===== config.mk =====
export PLATFORM = sky130hd
export DESIGN_NAME = bcd_mod_counter
export DESIGN_NICKNAME = d
export VERILOG_FILES = /design/src/rtl/bcd_pkg.sv /design/src/rtl/bcd_digit.sv /design/src/rtl/bcd_mod_counter.sv
export SDC_FILE = /design/constraint.sdc
export NUM_CORES = 1
export LEC_CHECK = 0
export ABC_AREA = 0
export BUFFER_PORTS_ARGS = -buffer_cell sky130_fd_sc_hd__buf_4
export CORE_ASPECT_RATIO = 1.1
export CORE_MARGIN = 2
export CORE_UTILIZATION = 51
export DETAILED_ROUTE_END_ITERATION = 6
export GPL_ROUTABILITY_DRIVEN = 1
export GPL_TIMING_DRIVEN = 0
export PLACE_DENSITY_LB_ADDON = 0.12
export SLEW_MARGIN = 5
export SYNTH_ARGS = -nofsm -noshare
export SYNTH_HDL_FRONTEND = slang
export SYNTH_SLANG_ARGS = --single-unit

===== constraint.sdc =====
create_clock -name clk -period 2.1 [get_ports clk]
set_input_delay 0.525 -clock clk [delete_from_list [all_inputs] [get_ports clk]]
set_output_delay 0.525 -clock clk [all_outputs]
set_load 0.005 [all_outputs]

===== src/rtl/bcd_pkg.sv =====
// bcd_pkg: shared BCD constants and conversion/validity helpers
package bcd_pkg;
  localparam logic [3:0] BCD_MAX = 4'd9;
  localparam logic [3:0] BCD_MIN = 4'd0;
  function automatic logic [63:0] int_to_bcd(input int value, input int digits);
    logic [63:0] r;
    int v;
    r = '0;
    v = value;
    for (int i = 0; i < digits; i++) begin
      r[4*i+:4] = 4'(v % 10);
      v = v / 10;
    end
    return r;
  endfunction
  function automatic logic bcd_valid(input logic [63:0] vec, input int digits);
    logic ok;
    ok = 1'b1;
    for (int i = 0; i < digits; i++)
      if (vec[4*i+:4] > BCD_MAX) ok = 1'b0;
    return ok;
  endfunction
endpackage


===== src/rtl/bcd_digit.sv =====
// bcd_digit: one BCD digit register with load, forced wrap value and up/down step
module bcd_digit
  import bcd_pkg::*;
(
  input  logic       clk,
  input  logic       rst,
  input  logic [3:0] rst_val,
  input  logic       step,
  input  logic       up_dn,
  input  logic       ld,
  input  logic [3:0] ld_val,
  input  logic       frc,
  input  logic [3:0] frc_val,
  output logic [3:0] digit,
  output logic       at_hi,
  output logic       at_lo
);
  assign at_hi = digit == BCD_MAX;
  assign at_lo = digit == BCD_MIN;
  // reset > load > range wrap > step; stepping rolls 9->0 up and 0->9 down
  always_ff @(posedge clk)
    if (rst) digit <= rst_val;
    else if (ld) digit <= ld_val;
    else if (frc) digit <= frc_val;
    else if (step) digit <= up_dn ? (at_hi ? BCD_MIN : digit + 4'd1) : (at_lo ? BCD_MAX : digit - 4'd1);
endmodule


===== src/rtl/bcd_mod_counter.sv =====
// bcd_mod_counter: multi-digit BCD up/down modulo counter with checked load and cascadable tc
module bcd_mod_counter
  import bcd_pkg::*;
#(
  parameter int DIGITS  = 2,
  parameter int MODULUS = 12,
  parameter int MIN_VAL = 0
) (
  input  logic                clk,
  input  logic                rst,
  input  logic                en,
  input  logic                up_dn,
  input  logic                load,
  input  logic [4*DIGITS-1:0] load_val,
  output logic [4*DIGITS-1:0] cnt_bcd,
  output logic                tc,
  output logic                load_err
);
  localparam int W = 4 * DIGITS;
  localparam int MAX_VAL = MIN_VAL + MODULUS - 1;
  localparam logic [63:0] MIN_FULL = int_to_bcd(MIN_VAL, DIGITS);
  localparam logic [63:0] MAX_FULL = int_to_bcd(MAX_VAL, DIGITS);
  localparam logic [W-1:0] MIN_BCD = MIN_FULL[W-1:0];
  localparam logic [W-1:0] MAX_BCD = MAX_FULL[W-1:0];
  if (MODULUS < 2 || MAX_VAL >= 10 ** DIGITS) begin : g_bad_params
    $error("bcd_mod_counter: range does not fit in DIGITS BCD digits");
  end
  logic legal, at_end, wrap, adv;
  logic [DIGITS:0] chain;
  logic [DIGITS-1:0] at_hi, at_lo;
  logic unused_carry;
  // valid BCD orders the same as binary, so range checks compare the raw vectors
  assign legal = bcd_valid(64'(load_val), DIGITS) && load_val >= MIN_BCD && load_val <= MAX_BCD;
  assign at_end = up_dn ? cnt_bcd == MAX_BCD : cnt_bcd == MIN_BCD;
  assign wrap = en & ~load & at_end;
  assign adv = en & ~load & ~at_end;
  assign tc = wrap;
  assign chain[0] = adv;
  assign unused_carry = chain[DIGITS];
  for (genvar i = 0; i < DIGITS; i++) begin : g_dig
    assign chain[i+1] = chain[i] & (up_dn ? at_hi[i] : at_lo[i]);
    bcd_digit u_digit (
      .clk(clk),
      .rst(rst),
      .rst_val(MIN_BCD[4*i+:4]),
      .step(chain[i]),
      .up_dn(up_dn),
      .ld(load),
      .ld_val(legal ? load_val[4*i+:4] : MIN_BCD[4*i+:4]),
      .frc(wrap),
      .frc_val(up_dn ? MIN_BCD[4*i+:4] : MAX_BCD[4*i+:4]),
      .digit(cnt_bcd[4*i+:4]),
      .at_hi(at_hi[i]),
      .at_lo(at_lo[i])
    );
  end
  // one-cycle pulse for each rejected load
  always_ff @(posedge clk)
    load_err <= rst ? 1'b0 : load & ~legal;
endmodule

* After elaboration in Yosys (flattened, before gate mapping)
Cells that the tools add are included.
** Cells by class
- $add $sub $neg :: 4
- Magnitude comparators :: 4
- Eq/ne operators :: 3
- Multiplexer cells :: 19
- Bitwise logic cells :: 8
- Reductions and logical operators :: 7
** Operator list (number)
- $mux 4 :: 14
- $add 4x1->4 const B :: 2
- $eq 4x4->1 const B :: 2
- $eq 8x5->1 const B :: 1
- $ge 8x1->1 const B :: 1
- $gt 4x4->1 const B :: 2
- $le 8x5->1 const B :: 1
- $logic_not 4->1 :: 2
- $logic_not 8->1 :: 1
- $sub 4x1->4 const B :: 2
- $reduce_bool 3->1 :: 2
- $and 1x1->1 :: 5
- $mux 1 :: 5
- $not 1->1 :: 3
- $logic_and 1x1->1 :: 2
** Storage, ports and cells
- Bits in registers :: 9
- Input bits :: 13
- Output and inout bits :: 10
- Logic and storage cells :: 48

* Longest topological paths before layout
- Depth in word-level cells :: 8
- Depth in mapped cells :: 7
- Gate-level depth less buffers :: 7

* Hierarchy
Synthesis repeated with hierarchy kept, for this count alone.
** Second synthesis, totals
- Cell total of the unflattened synthesis :: 115
- Area total of the unflattened synthesis :: 1037.2 µm²
** Modules (own cells, without submodules)
- bcd_digit :: instances 2, cells an instance 47, area an instance 431.7 µm², sequential area each 120.1 µm²
- bcd_mod_counter :: instances 1, cells an instance 21, area an instance 173.9 µm², sequential area each 20.0 µm²

* Worst setup path before layout
Ideal clock, no wire load.
- Path kind :: flip-flop to output port
- Start :: register g_dig[0].u_digit.digit[0]
- End :: output port tc
- Arrival :: 1.409 ns
- Data required time :: 1.575 ns
- Slack :: 0.166 ns
- Cell stages (with the launch flop) :: 7
- Buffers on the path :: 0
- Cells stage by stage :: dfxtp_1 -> inv_1 -> ha_1 -> or3b_2 -> nand2_1 -> nand3b_1 -> inv_1
** Between the ends
- Word-level cells in the longest chain between the ends :: 3
- Elaborated cells on any way between the ends :: 4
- Classes of those cells :: eq/ne (1); mux (1); bitwise (1); reduce/logical (1)
** Ends and longest elaborated chain
- start, declared :: RTL line bcd_digit.sv:14 : output logic [3:0] digit,
- start signal, assigned :: RTL line bcd_digit.sv:22 : if (rst) digit <= rst_val;
- start signal, assigned :: RTL line bcd_digit.sv:23 : else if (ld) digit <= ld_val;
- start signal, assigned :: RTL line bcd_digit.sv:24 : else if (frc) digit <= frc_val;
- $eq 8x5->1 / $logic_not 8->1 (equally long branches) :: RTL line bcd_mod_counter.sv:34 : assign at_end = up_dn ? cnt_bcd == MAX_BCD : cnt_bcd == MIN_BCD;
- $mux 1 * :: RTL line bcd_mod_counter.sv:34
- $and 1x1->1 * :: RTL line bcd_mod_counter.sv:35 : assign wrap = en & ~load & at_end;
- end, declared :: RTL line bcd_mod_counter.sv:16 : output logic tc,
Mark *: on every way between the ends. The rest lies on a longest branch, timed or not.

* Final worst setup path
- Start :: register g_dig[0].u_digit.digit[3]
- End :: output port tc
The elaborated chain is that of the path after synthesis.

==> qor.yml <==
hold_slack_ns: 0.492
die_h_um: 47.2
drive_above_1_share_pct: 40.3
drt_iter0_drc: 34
root_buffer: "clkbuf_4"
post-route-util_pct: 76.8
setup.worst_path.end: "tc"
cts_tree: "built"
post_drt_wl_per_cell_um: 15.5
dp_hpwl_um: 1670
worstSetupStartpointType: "register"
ys_types: 43
drv_slew: 0
hold_path_depth: 2
hold_viol: 0
min_period_over_period_pct: 101
syn_inst: 115
area.growth.synth_to_final_pct: 39.7
first_global_vias: 923
track_usage_pct: 26.9
insertion_delay_ns: 0.27
path_clk_slew_ns: 0.06
dr.pass1.iters: 4
worstMarginPinSlew_ns: 0.784
antenna_found_initial: 0
grt_max_degree: 12
intPower_mw: 0.372
synth-simple-area-share_pct: 33.0
rows: 15
switching_power_mw: 0.193
synth-edff-count: 0
status: "finished with violations"
reg2reg_slack_ns: 0.07
fmax_mhz: 474
placed_area_mm2: 0.00105
portBuffers: 21
synthXorXnorAreaFrac_pct: 2.02
p_sw_share_pct: 34.1
synth-adder-area-share_pct: 5.77
path_cells: "or4_4 -> nor2_4 -> nand3b_1 -> inv_1 -> buf_4"
grt-ovfl-total: 0
core_mm2: 0.00158
p_per_area_mw_per_mm2: 466
drc: 0
hold_class: "in2reg"
fillCellCount: 119
synth_top_family_by_area: "simple AND/OR/NAND/NOR gates"
syn_avg_cell_area_um2: 7.54
yosysTopAreaCellShare_pct: 20.8
path_class: "reg2out"
yosys.area.top_type: "dfxtp_1"
clock_path_buffers: 2
p_leak_nw: 0.512
arrival_ns: 1.59
layout_common_cells: "buf_4, a21oi_1, nor2_1, nand2_1"
layout_min_cycle_time_ns: 2.11
totalPowerFinal_mw: 0.564
layout_commonest_cell: "buf_4"
via_per_inst: 6.14
cts.htree.levels: 1
cpMaxStageDelayCell: "or4_4"
die-area_mm2: 0.00205
muxShareOfSynthArea_pct: 2.31
required_ns: 1.57
rr_endpoint: "g_dig[1].u_digit.digit[0]"
ys_ff_latch: 9
grt_pass1_wl_um: 4020
cts_buffers: 3
comb_power_share_pct: 41.5
setup_tns_ns: -0.0116
cts_sinks: 9
critical-path-max-stage-delay_ns: 0.56
gp_congestion: 0.787
worst_slack_ns: -0.0116
yosys_warnings: 0
violations: "setup timing"
path_delay_family: "simple AND/OR/NAND/NOR gates"
ys.flop_type: "dfxtp_1"
rr_worst_depth: 8
initial_utilization_pct: 55.0
crit_cells: 5
worstSetupStartpoint: "g_dig[0].u_digit.digit[3]"
slew_headroom_pct: 46.4
pwr-share-clk_pct: 24.9
num_vias: 1019
rsz0062_at_grt: "yes"
holdBufCountCts: 0
critPathBufInv: 2
setup_viol: 1
die_x_um: 43.3
wirelength_um: 2580
antenna_left: 0
antenna_cells: 0
cap_violations: 0
worstPathMaxFanout: 2
p_seq_share_pct: 33.6
async_reset_ff_share_pct: 0
fin_area_mm2: 0.00121
io_pins: 23
synth_area_um2: 867
fin_nets: 167
synth_compound_area_share_pct: 26.7
synthesis.nets: 132
fin_worst_skew_ns: 0.00129
rr_startpoint: "g_dig[0].u_digit.digit[1]"
worst_setup_path_end_kind: "primary output"
seq_area_frac_synth_pct: 20.8
peakVddDrop_mv: 0.338
synth_area_leaders: "dfxtp_1, a21oi_1, ha_1, a211oi_1, buf_4"
==> flip-flops by register name (all words and copies together) (netlist names) <==
register             cells
g_dig.u_digit.digit      8
load_err                 1
==> logic make-up after synthesis <==
family,count (synthesis)
and+or+nand+nor,48
AOI/OAI and AO/OA,35
buffers and inverters,15
DFF,9
adders and majority gates,4
xor gates and xnor gates,2
muxes,2
==> worst min path at each step <==
| stage | from | end | slack [ns] |
|---|---|---|---|
| after CTS | rst | g_dig[1].u_digit.digit[2] | 0.49 |
| after global routing | rst | g_dig[1].u_digit.digit[2] | 0.49 |
| after floorplan | g_dig[0].u_digit.digit[1] | g_dig[0].u_digit.digit[1] | 0.57 |
| after global placement | g_dig[1].u_digit.digit[1] | g_dig[1].u_digit.digit[1] | 0.59 |
| final | rst | g_dig[1].u_digit.digit[2] | 0.49 |
| after detailed placement | g_dig[1].u_digit.digit[1] | g_dig[1].u_digit.digit[1] | 0.60 |
==> synth_stat cells (4+ instances only) <==
cell      number
o21ai_0        5
nor2_1         7
buf_4          4
nand3_1        4
ha_1           4
a21oi_1       10
dfxtp_1        9
inv_1          7
nand2b_1       4
nand2_1        7
nor3_1         5
a211oi_1       4
==> metal layers <==
metal  wire [µm]  track usage [%]
met3         127             8.08
met5           0                0
met2        1450             48.7
met4          42             14.5
met1         957             28.6
==> final cells by class <==
class / count / area [µm²] / share of cell area, %
inverters: 7 / 31.3 / 2.58
well taps: 17 / 21.3 / 1.76
plain buffers: 5 / 30.0 / 2.48
multi-input cells: 91 / 656 / 54.1
repair buffers: 33 / 248 / 20.5
clock buffers: 4 / 26.3 / 2.17
flip-flops and latches: 9 / 199 / 16.4
==> through the flow <==
step / setup slack [ns] / instances
2_1_floorplan: 0.166 / 115
4_1_cts: 0.000245 / 164
3_3_place_gp: -0.0971 / 153
5_1_grt: -0.0921 / 166
3_5_place_dp: -0.111 / 153
6_report: -0.0116 / 166
==> timing repair <==
item | 4_1_cts | 5_1_grt
resized for setup | 20 | 6
endpoints found under the setup margin | 7 | 4
setup buffers | 10 | 2
pin swaps | 4 | 3
==> power groups by stage <==
stage | Combinational, mW | Sequential (mW) | Clock (mW)
2_1_floorplan | 0.119 | 0.196 | 0
3_3_place_gp | 0.176 | 0.197 | 0
3_5_place_dp | 0.181 | 0.198 | 0
4_1_cts | 0.216 | 0.191 | 0.143
5_1_grt | 0.256 | 0.191 | 0.154
6_report | 0.234 | 0.190 | 0.140
No activity file was read; power rests on OpenSTA's default activity.
